--- config.mk ---
export PLATFORM = sky130hd
export DESIGN_NAME = four_bit_sequential_divider_flat
export DESIGN_NICKNAME = d
export VERILOG_FILES = /design/src/rtl/four_bit_sequential_divider_if.sv /design/src/rtl/four_bit_sequential_divider.sv /design/src/flat_wrapper.sv
export SDC_FILE = /design/constraint.sdc
export NUM_CORES = 1
export LEC_CHECK = 0
export CAP_MARGIN = 20
export CORE_MARGIN = 2
export CORE_UTILIZATION = 25
export DETAILED_ROUTE_END_ITERATION = 16
export PLACE_DENSITY = 0.45
export RECOVER_POWER = 100
export SLEW_MARGIN = 10
export SYNTH_ARGS = -nofsm -noshare
export SYNTH_HDL_FRONTEND = slang
export SYNTH_SLANG_ARGS = --single-unit
--- constraint.sdc ---
create_clock -name clk -period 4.9 [get_ports clk]
set_input_delay 0.735 -clock clk [delete_from_list [all_inputs] [get_ports clk]]
set_output_delay 0.735 -clock clk [all_outputs]
set_load 0.02 [all_outputs]
--- src/rtl/four_bit_sequential_divider_if.sv ---
`default_nettype none
// ============================================================================
// Module      : four_bit_sequential_divider_if
// Description : Operand/result bundle and start/busy/done handshake between
//               the ALU controller (master) and the sequential divider (slave).
// Revision    : 1.0 - initial release
// ============================================================================
interface four_bit_sequential_divider_if #(
    parameter int WIDTH = 4
);
    logic             start;
    logic [WIDTH-1:0] dividend;
    logic [WIDTH-1:0] divisor;
    logic [WIDTH-1:0] quotient;
    logic [WIDTH-1:0] remainder;
    logic             busy;
    logic             done;
    logic             div_by_zero;

    modport master (
        output start, dividend, divisor,
        input  quotient, remainder, busy, done, div_by_zero
    );

    modport slave (
        input  start, dividend, divisor,
        output quotient, remainder, busy, done, div_by_zero
    );
endinterface
`default_nettype wire

--- src/rtl/four_bit_sequential_divider.sv ---
`default_nettype none
// ============================================================================
// Module      : four_bit_sequential_divider
// Description : Multi-cycle unsigned restoring divider. One shift-and-trial-
//               subtract step per clock; divide-by-zero short-circuits to a
//               saturated quotient and flags div_by_zero.
// Revision    : 1.0 - initial release
// ============================================================================
module four_bit_sequential_divider #(
    parameter int WIDTH = 4
) (
    input  wire logic                           clk,
    input  wire logic                           rst_n,
    four_bit_sequential_divider_if.slave        io_div
);

    localparam int CNT_W = $clog2(WIDTH + 1);

    typedef enum logic [1:0] {
        ST_IDLE = 2'd0,
        ST_CALC = 2'd1,
        ST_DONE = 2'd2
    } state_t;

    state_t             r_state;
    state_t             w_state_next;

    logic [WIDTH-1:0]   r_rem_work;
    logic [WIDTH-1:0]   r_quo_work;
    logic [WIDTH-1:0]   r_divisor;
    logic [CNT_W-1:0]   r_cnt;

    logic [WIDTH-1:0]   r_quotient;
    logic [WIDTH-1:0]   r_remainder;
    logic               r_dbz;

    logic [WIDTH:0]     w_shift;
    logic [WIDTH:0]     w_trial;
    logic [WIDTH-1:0]   w_rem_step;
    logic [WIDTH-1:0]   w_quo_step;
    logic               w_last_step;
    logic               w_div_zero;

    // One restoring-division step: shift {R,Q} left, trial-subtract D, keep or restore.
    always_comb begin
        w_shift     = {r_rem_work, r_quo_work[WIDTH-1]};
        w_trial     = w_shift - {1'b0, r_divisor};
        w_last_step = (r_cnt == CNT_W'(WIDTH - 1));
        w_div_zero  = (io_div.divisor == '0);
        if (!w_trial[WIDTH]) begin
            w_rem_step = w_trial[WIDTH-1:0];
            w_quo_step = {r_quo_work[WIDTH-2:0], 1'b1};
        end else begin
            // A borrow means the shifted remainder was below D, so it fits in WIDTH bits.
            w_rem_step = w_shift[WIDTH-1:0];
            w_quo_step = {r_quo_work[WIDTH-2:0], 1'b0};
        end
    end

    // State register.
    always_ff @(posedge clk) begin
        if (!rst_n) begin
            r_state <= ST_IDLE;
        end else begin
            r_state <= w_state_next;
        end
    end

    // Next-state decode: DONE always lasts exactly one cycle.
    always_comb begin
        w_state_next = r_state;
        case (r_state)
            ST_IDLE: begin
                if (io_div.start) begin
                    w_state_next = w_div_zero ? ST_DONE : ST_CALC;
                end
            end
            ST_CALC: begin
                if (w_last_step) begin
                    w_state_next = ST_DONE;
                end
            end
            ST_DONE: begin
                w_state_next = ST_IDLE;
            end
            default: begin
                w_state_next = ST_IDLE;
            end
        endcase
    end

    // Working registers and result registers; results only update on entry to DONE.
    always_ff @(posedge clk) begin
        if (!rst_n) begin
            r_rem_work  <= '0;
            r_quo_work  <= '0;
            r_divisor   <= '0;
            r_cnt       <= '0;
            r_quotient  <= '0;
            r_remainder <= '0;
            r_dbz       <= 1'b0;
        end else begin
            case (r_state)
                ST_IDLE: begin
                    if (io_div.start) begin
                        if (!w_div_zero) begin
                            r_rem_work <= '0;
                            r_quo_work <= io_div.dividend;
                            r_divisor  <= io_div.divisor;
                            r_cnt      <= '0;
                        end else begin
                            r_quotient  <= '1;
                            r_remainder <= io_div.dividend;
                            r_dbz       <= 1'b1;
                        end
                    end
                end
                ST_CALC: begin
                    r_rem_work <= w_rem_step;
                    r_quo_work <= w_quo_step;
                    r_cnt      <= r_cnt + 1'b1;
                    if (w_last_step) begin
                        r_quotient  <= w_quo_step;
                        r_remainder <= w_rem_step;
                        r_dbz       <= 1'b0;
                    end
                end
                default: begin
                end
            endcase
        end
    end

    assign io_div.quotient    = r_quotient;
    assign io_div.remainder   = r_remainder;
    assign io_div.div_by_zero = r_dbz;
    assign io_div.busy        = (r_state != ST_IDLE);
    assign io_div.done        = (r_state == ST_DONE);

endmodule
`default_nettype wire

--- src/flat_wrapper.sv ---
// flat-port wrapper written by rule: the top's interface ports become plain ports
module four_bit_sequential_divider_flat 
#(
    parameter int WIDTH = 4
)
  (clk, rst_n, io_div_start, io_div_dividend, io_div_divisor, io_div_quotient, io_div_remainder, io_div_busy, io_div_done, io_div_div_by_zero);
  four_bit_sequential_divider_if #(.WIDTH(WIDTH)) io_div_i ();
  input  wire logic clk;
  input  wire logic rst_n;
  input wire logic [$bits(io_div_i.start)-1:0] io_div_start;
  input wire logic [$bits(io_div_i.dividend)-1:0] io_div_dividend;
  input wire logic [$bits(io_div_i.divisor)-1:0] io_div_divisor;
  output wire logic [$bits(io_div_i.quotient)-1:0] io_div_quotient;
  output wire logic [$bits(io_div_i.remainder)-1:0] io_div_remainder;
  output wire logic [$bits(io_div_i.busy)-1:0] io_div_busy;
  output wire logic [$bits(io_div_i.done)-1:0] io_div_done;
  output wire logic [$bits(io_div_i.div_by_zero)-1:0] io_div_div_by_zero;
  assign io_div_i.start = io_div_start;
  assign io_div_i.dividend = io_div_dividend;
  assign io_div_i.divisor = io_div_divisor;
  assign io_div_quotient = io_div_i.quotient;
  assign io_div_remainder = io_div_i.remainder;
  assign io_div_busy = io_div_i.busy;
  assign io_div_done = io_div_i.done;
  assign io_div_div_by_zero = io_div_i.div_by_zero;
  four_bit_sequential_divider #(.WIDTH(WIDTH)) u_core (.clk(clk), .rst_n(rst_n), .io_div(io_div_i));
endmodule
== After elaboration in Yosys (flattened, before gate mapping) ==
Cells that the tools add are included.

* Reductions and logical operators: 8
* Mux-type cells: 27
* Equality and inequality tests: 7
* Add/subtract/negate cells: 2
* Bitwise operators: 1

{| class="wikitable"
|+ Operator list
! operator !! count
|-
| two-way mux 4 bit || 11
|-
| one-hot mux 4 bit (2 select lines) || 4
|-
| two-way mux 2 bit || 3
|-
| two-way mux 3 bit || 2
|-
| one-hot mux 3 bit (2 select lines) || 1
|-
| AND reduction 3 bit || 2
|-
| subtractor 5 x 4 -> 5 bit || 1
|-
| logical NOT 4 bit || 1
|-
| two-way mux 1 bit || 4
|-
| != test 2 x 1 -> 1 bit (second input constant) || 2
|-
| != test 2 bit (second input constant) || 2
|-
| one-hot mux 2 bit (2 select lines) || 1
|-
| AND reduction 4 bit || 1
|-
| nonzero test 2 bit || 2
|-
| adder 3 x 1 -> 3 bit (second input constant) || 1
|-
| equality test 3 x 2 -> 1 bit (second input constant) || 1
|-
| equality test 2 x 1 -> 1 bit (second input constant) || 1
|-
| equality test 2 bit (second input constant) || 1
|-
| logical NOT 2 bit || 1
|-
| one-hot mux 1 bit (2 select lines) || 1
|-
| AND reduction 2 bit || 1
|-
| NOT 1 bit || 1
|}

* Bits in registers: 26
* Output and inout bits: 11
* Logic and storage cells: 53
* Bits of input ports: 11

== Depth between registers and ports, before layout ==
Gate-level depths: netlist of the first run.

* Word-level depth: 4
* Depth in mapped cells: 8
* Mapped depth without buffers: 8

== Worst setup path after synthesis of the first run ==
No wires, ideal clock.

* Path type: input to register
* Start: input io_div_divisor[0]
* End: register u_core.r_remainder[1], in the netlist u_core.io_div.remainder[1]
* Setup time: 74 ps
* Stages: 6
* Slack: 2645 ps
* Data required time: 4826 ps
* Arrival: 2181 ps
* Buffers on the path: 1
* Path through: or4_4 > or3b_4 > a21oi_4 > buf_6 > o21ai_1 > a31oi_1

* Word-level cells in the longest chain between the ends: 3

{| class="wikitable"
|+ Ends and longest elaborated chain
! item !! line !! text
|-
| from (decl) || flat_wrapper.sv:12 || <nowiki>input wire logic [$bits(io_div_i.divisor)-1:0] io_div_divisor;</nowiki>
|-
| logical NOT 4 bit || four_bit_sequential_divider.sv:49 || <nowiki>w_div_zero = (io_div.divisor == '0);</nowiki>
|-
| != test 2 x 1 -> 1 bit (no line) || n/a ||
|-
| AND reduction 4 bit (no line) || n/a ||
|-
| to (signal assigned) || four_bit_sequential_divider.sv:113 || <nowiki>r_remainder <= io_div.dividend;</nowiki>
|-
| to (signal assigned) || four_bit_sequential_divider.sv:124 || <nowiki>r_remainder <= w_rem_step;</nowiki>
|-
| to (decl) || four_bit_sequential_divider.sv:34 || <nowiki>logic [WIDTH-1:0] r_remainder;</nowiki>
|}

Every way passes these cells.
A chain may end at the register's enable or synchronous reset.

== Worst setup path in the final report of the first run ==
* Start: input io_div_divisor[0]
* End: register u_core.r_remainder[3], in the netlist u_core.io_div.remainder[3]

Same word-level chain as after synthesis.

==> results of run 1 <==
metrics by stage:
stage / utilization / setup slack [ns] / std cells / hold WS, ns / area [um^2]
4_1_cts: 0.3263 / 2.270 / 230 / 0.4715 / 1551
3_3_place_gp: 0.3147 / 1.997 / 226 / 0.4544 / 1496
3_5_place_dp: 0.3147 / 1.967 / 226 / 0.4586 / 1496
6_report: 0.3226 / 1.539 / 230 / 0.4686 / 1534
5_1_grt: 0.3226 / 1.379 / 230 / 0.4944 / 1534
2_1_floorplan: - / 2.645 / 144 / 0.4363 / 1249
cell type report:
cell class,count,area [um^2]
fill,524,3221
clock buffer,4,55.05
multi-input combinational,104,634.4
inverter,8,30.03
timing repair buffer,21,210.2
sequential,26,520.5
tap,67,83.83
worst min-delay path by stage:
stage | from | endpoint | slack, ns
final | u_core.r_divisor[3] | u_core.r_divisor[3] | 0.47
after CTS | u_core.r_divisor[3] | u_core.r_divisor[3] | 0.47
after global routing | u_core.r_divisor[2] | u_core.r_divisor[2] | 0.49
after detailed placement | u_core.r_divisor[3] | u_core.r_divisor[3] | 0.46
after floorplan | u_core.r_divisor[2] | u_core.r_divisor[2] | 0.44
after global placement | u_core.r_cnt[0] | u_core.r_cnt[0] | 0.45
state kept, by name, summed over array words and instances (netlist names):
signal	flops
u_core.io_div.quotient	4
u_core.io_div.div_by_zero	1
u_core.r_quo_work	4
u_core.io_div.remainder	4
u_core.r_state	2
u_core.r_cnt	3
u_core.r_rem_work	4
u_core.r_divisor	4
tightest hold or removal path: cells and delay by family, from the launching register on:
kind,cells,cell delay [ns]
compound gates,1,0.05
simple gates,1,0.05
flops,1,0.32
synthesized netlist by cell type:
master and count:
a211oi_1 1, mux2i_1 2, a311oi_1 3, or2_2 1, clkbuf_1 4, dfxtp_1 26
buf_12 1, o211a_1 1, inv_1 8, or4_4 1, buf_6 1, a31oi_1 6
xor2_1 1, o21ai_2 1, ha_1 6, nor2_1 18, and2_2 2, xnor2_1 1
fa_1 1, o22ai_1 1, nor2b_1 2, a21oi_4 1, nand2b_1 5, nand3_1 7
nand2_1 19, o211ai_1 1, o221a_2 3, o21ai_0 1, o21ai_1 3, mux2_2 1
a22oi_1 1, a21oi_1 13, or3b_4 1
logic make-up (layout without fill, tap and decap cells):
kind of cell | count (synthesis) | after routing
and+or+nand+nor | 56 | 56
AOI/OAI and AO/OA | 36 | 36
DFF | 26 | 26
buffers and inverters | 14 | 33
adders and majority gates | 7 | 7
muxes | 3 | 3
xor gates and xnor gates | 2 | 2
power breakdown:
| part | switching [uW] | internal (uW) |
|---|---|---|
| combinational | 49.1 | 35.7 |
| clock | 67.0 | 71.9 |
| sequential | 8.83 | 223 |
| total | 125 | 330 |
routing by layer:
metal | vias to the layer above | global-route usage | share of wire
met2 | 8 | 0.1750 | 0.46
met4 | 0 | 0.06548 | 0.022
li1 | 541 | - | -
met3 | 4 | 0.01473 | 0.014
met1 | 494 | 0.1543 | 0.50
met5 | - | 0 | 0
==> metrics, run 1 <==
Synth Area in XOR/XNOR 0.01403; overall routing resource usage 0.1140; leakage power 0.0006166 uW; Final #Nets 182; Mapped Avg Cell Area 8.672 um^2; CP Class primary input to flop; Synth area leaders dfxtp_1 42%, ha_1 6.0%, nand2_1 5.7%; Initial Utilization 0.2626; Yosys reg bits 26; Max Root-Sink Buffers 2; core outline area 0.004755 mm^2; Compound-Gate Fraction of Synth Area 0.1974; Syn Inst Count 144; Reg2Reg Setup Slack 2.40 ns; initial antenna violation count 0; Critical Path Start Type primary input; Slew Viols, Final 0; adder-cell share of the synthesized area 0.07615; post-cts sizing count 0; CTS clk-pin slew, worst paths 0.09 ns; final setup fails 0; CP Data Required Time 5.05 ns; DP HPWL 2.177 mm; Final Hold Viols 0; number of port buffers 21; std cell rows 25; max_cap viols 0; min cycle time layout 3.361 ns; Synth Cell Area 0.001249 mm^2; vias in the first global route 1,016; largest net degree at the start of global routing 17; Max transition margin 0.3316; hold path cells 2; Die Y 74.68 um; Synth top area share 0.4168; DR vias/cell 4.552; Crit path depth 6; H-tree depth 1; Worst-Skew Late Latency 0.27 ns; Worst Setup EP u_core.io_div.remainder[3]; Tcrit/Tclk final 0.6860; setup bufs post-CTS 0; final WL 2.828 mm; worst reg2reg startpoint u_core.r_quo_work[3]; Die Span X 74.68 um; Buf+Inv Stages, Crit Path 1; PD cells 296.7 mW/mm^2; Antenna Nets Post-Route 0; Ys Warns 0; ant diodes 0; first-pass GRT wire length 4.774 mm; CTS Sinks 26; Initial DRC Count 26; DR pass1 iterations 4; crit-path cells dlygate4sd3_1 -> or4_1 -> or3b_2 -> a21oi_1 -> and2_2 -> a31oi_1; post-synth cell types 33; Wirelength per Cell 12.30 um; Fin Setup TNS 0 ns; worst vdd ir 0.00008740 V; critical path's slowest cell a21oi_1; CTS Hold Bufs 0; Power Total 455.2 uW; Simple-Gate Fraction of Synth Area 0.2094; worst r2r path cells 8; Crit. End Element flop; status completed; layout cells sized above 1 0.07975; Worst Skew 0.003096 ns; most frequent cells in the layout 26 x dfxtp_1, 19 x nand2_1, 18 x nor2_1, 14 x a21oi_1, 13 x dlygate4sd3_1; CTS Buf Count 3; CP Max Fanout 14; syn_nets 162; delay-heaviest family, CP simple AND/OR/NAND/NOR gates; WP data arrival 3.51 ns; Die Outline Area 0.005576 mm^2; grt ovf 0; Crit. Startpoint io_div_divisor[0]; multiplexer share of the synthesized area 0.02505; Placer Congestion 0.7128; Peak Freq 297.5 MHz; RSZ-0062 raised after global routing false; DRC 0; commonest non-fill, non-tap cell in the layout dfxtp_1; sequential-to-total area share from yosys stat 0.4168; CTS tree done; clk root buf clkbuf_8; Ports 22; Synth-to-Final Area Change 22.85%; CP max stage delay 0.80 ns; main combinational cell family by area after synthesis simple AND/OR/NAND/NOR gates; top cell type by total area after synthesis dfxtp_1; Hold Crit Class flop to flop; Vias 1,047; FF-to-FF End u_core.io_div.remainder[0]; actual slew at the worst max-slew pin 1.003 ns
Power figures use the tool's default switching activity.
==> run 2: changes to the inputs <==
==> constraint.sdc (replaced) <==
create_clock -name clk -period 3.1 [get_ports clk]
set_input_delay 0.465 -clock clk [delete_from_list [all_inputs] [get_ports clk]]
set_output_delay 0.465 -clock clk [all_outputs]
set_load 0.02 [all_outputs]
==> metrics, run 2 (same netlist as run 1, synthesis figures left out) <==
WP data arrival 2.83 ns; dpl cells 227; Switch Pwr 202.7 uW; Initial Utilization 0.2626; crit-path cells dlygate4sd3_1 -> or4_1 -> or3b_4 -> a21oi_2 -> and2_2 -> a31oi_1; final setup fails 0; first-pass GRT wire length 4.754 mm; overall routing resource usage 0.1135; CTS Hold Bufs 0; DP HPWL 2.205 mm; CTS Sinks 26; CP max stage delay 0.58 ns; Worst-Skew Late Latency 0.27 ns; final WL 2.853 mm; Antenna Nets Post-Route 0; max_cap viols 0; DR vias/cell 4.606; Vias 1,064; Max transition margin 0.6159; CP Max Fanout 14; clock network power share 0.361; CTS tree done; setup bufs post-CTS 0; Fin Setup TNS 0 ns; Critical Path Start Type primary input; number of port buffers 21; layout cells sized above 1 0.07317; Final #Nets 183; Placer Congestion 0.7073; post-cts sizing count 0; Layout Cells excl Fill 231; PD cells 503.0 mW/mm^2; Initial DRC Count 44; Peak Freq 374.2 MHz; initial antenna violation count 0; leakage power 0.0006261 uW; H-tree depth 1; Int Power 582.1 uW; Die Outline Area 0.005576 mm^2; total of fill cells in the finished design 531; Synth-to-Final Area Change 24.95%; Max Root-Sink Buffers 2; DRC 0; critical path's slowest cell or4_1; CP Class primary input to flop; Die Span X 74.68 um; RSZ-0062 raised after global routing false; Comb power frac 0.173; actual slew at the worst max-slew pin 0.5741 ns; worst vdd ir 0.0001741 V; status completed; DR pass1 iterations 4; commonest non-fill, non-tap cell in the layout dfxtp_1; clk root buf clkbuf_8; switching share of total power 0.2583; min cycle time layout 2.672 ns; sequential share of power 0.466; Slew Viols, Final 0; CP Data Required Time 3.25 ns; CTS Buf Count 3; grt ovf 0; largest net degree at the start of global routing 17; std cell rows 25; Crit. End Element flop; core outline area 0.004755 mm^2; Hold Crit Class flop to flop; Final Hold Viols 0; vias in the first global route 1,001; Tcrit/Tclk final 0.8620; Ports 22; Wirelength per Cell 12.35 um; Worst Skew 0.002029 ns; CTS clk-pin slew, worst paths 0.09 ns; ant diodes 0; Die Y 74.68 um; most frequent cells in the layout 26 x dfxtp_1, 19 x nand2_1, 18 x nor2_1, 13 x a21oi_1, 12 x dlygate4sd3_1
## run 2: critical path, delay by kind of cell
kind                   cells  cell delay (ns)
AND/OR/NAND/NOR            3             1.26
buffers and inverters      1             0.55
AO/OA/AOI/OAI              2             0.55
## run 2: metal layers
| layer | part of all wire | global-route usage | vias up |
|---|---|---|---|
| met1 | 0.49 | 0.1603 | 503 |
| met3 | 0.025 | 0.01740 | 4 |
| met5 | 0 | 0 | - |
| li1 | - | - | 541 |
| met4 | 0.016 | 0.05357 | 0 |
| met2 | 0.47 | 0.1701 | 16 |
## run 2: per-stage QoR
| stage | setup WS, ns | util | cell area [um^2] | total power, uW | hold slack (ns) |
|---|---|---|---|---|---|
| 6_report | 0.4279 | 0.3282 | 1560 | 784.8 | 0.4610 |
| 5_1_grt | 0.3172 | 0.3282 | 1560 | 828.1 | 0.4846 |
| 4_1_cts | 0.5876 | 0.3313 | 1575 | 798.7 | 0.4628 |
| 3_5_place_dp | 0.4163 | 0.3163 | 1504 | 514.5 | 0.4494 |
| 3_3_place_gp | 0.4649 | 0.3163 | 1504 | 512.1 | 0.4549 |
| 2_1_floorplan | 1.000 | - | 1249 | 468.1 | 0.4363 |
## run 2: cell type report
| class | count | area, um^2 | share of cell area |
|---|---|---|---|
| clock inverter | 1 | 30.03 | 0.01925 |
| multi-input combinational | 104 | 636.9 | 0.4082 |
| clock buffer | 3 | 41.29 | 0.02646 |
| inverter | 8 | 30.03 | 0.01925 |
| tap | 67 | 83.83 | 0.05373 |
| timing repair buffer | 22 | 217.7 | 0.1395 |
| sequential | 26 | 520.5 | 0.3336 |
## run 2: path summary, 6_finish.rpt
check	to	depth (start not counted)	startpoint	slack [ns]
max	u_core.io_div.remainder[3]	6	io_div_divisor[0]	0.43
min	u_core.r_divisor[2]	2	u_core.r_divisor[2]	0.46
max reg2reg	u_core.io_div.remainder[1]	8	u_core.r_quo_work[3]	0.62
min reg2reg	u_core.r_divisor[2]	2	u_core.r_divisor[2]	0.46
## run 2: power by group through the flow
| stage | Combinational [uW] | Clock (uW) | Sequential [uW] |
|---|---|---|---|
| after detailed placement | 141 | 0 | 374 |
| after CTS | 141 | 291 | 366 |
| final | 136 | 283 | 366 |
| after floorplan | 94.7 | 0 | 373 |
| after global placement | 138 | 0 | 374 |
| after global routing | 153 | 307 | 368 |
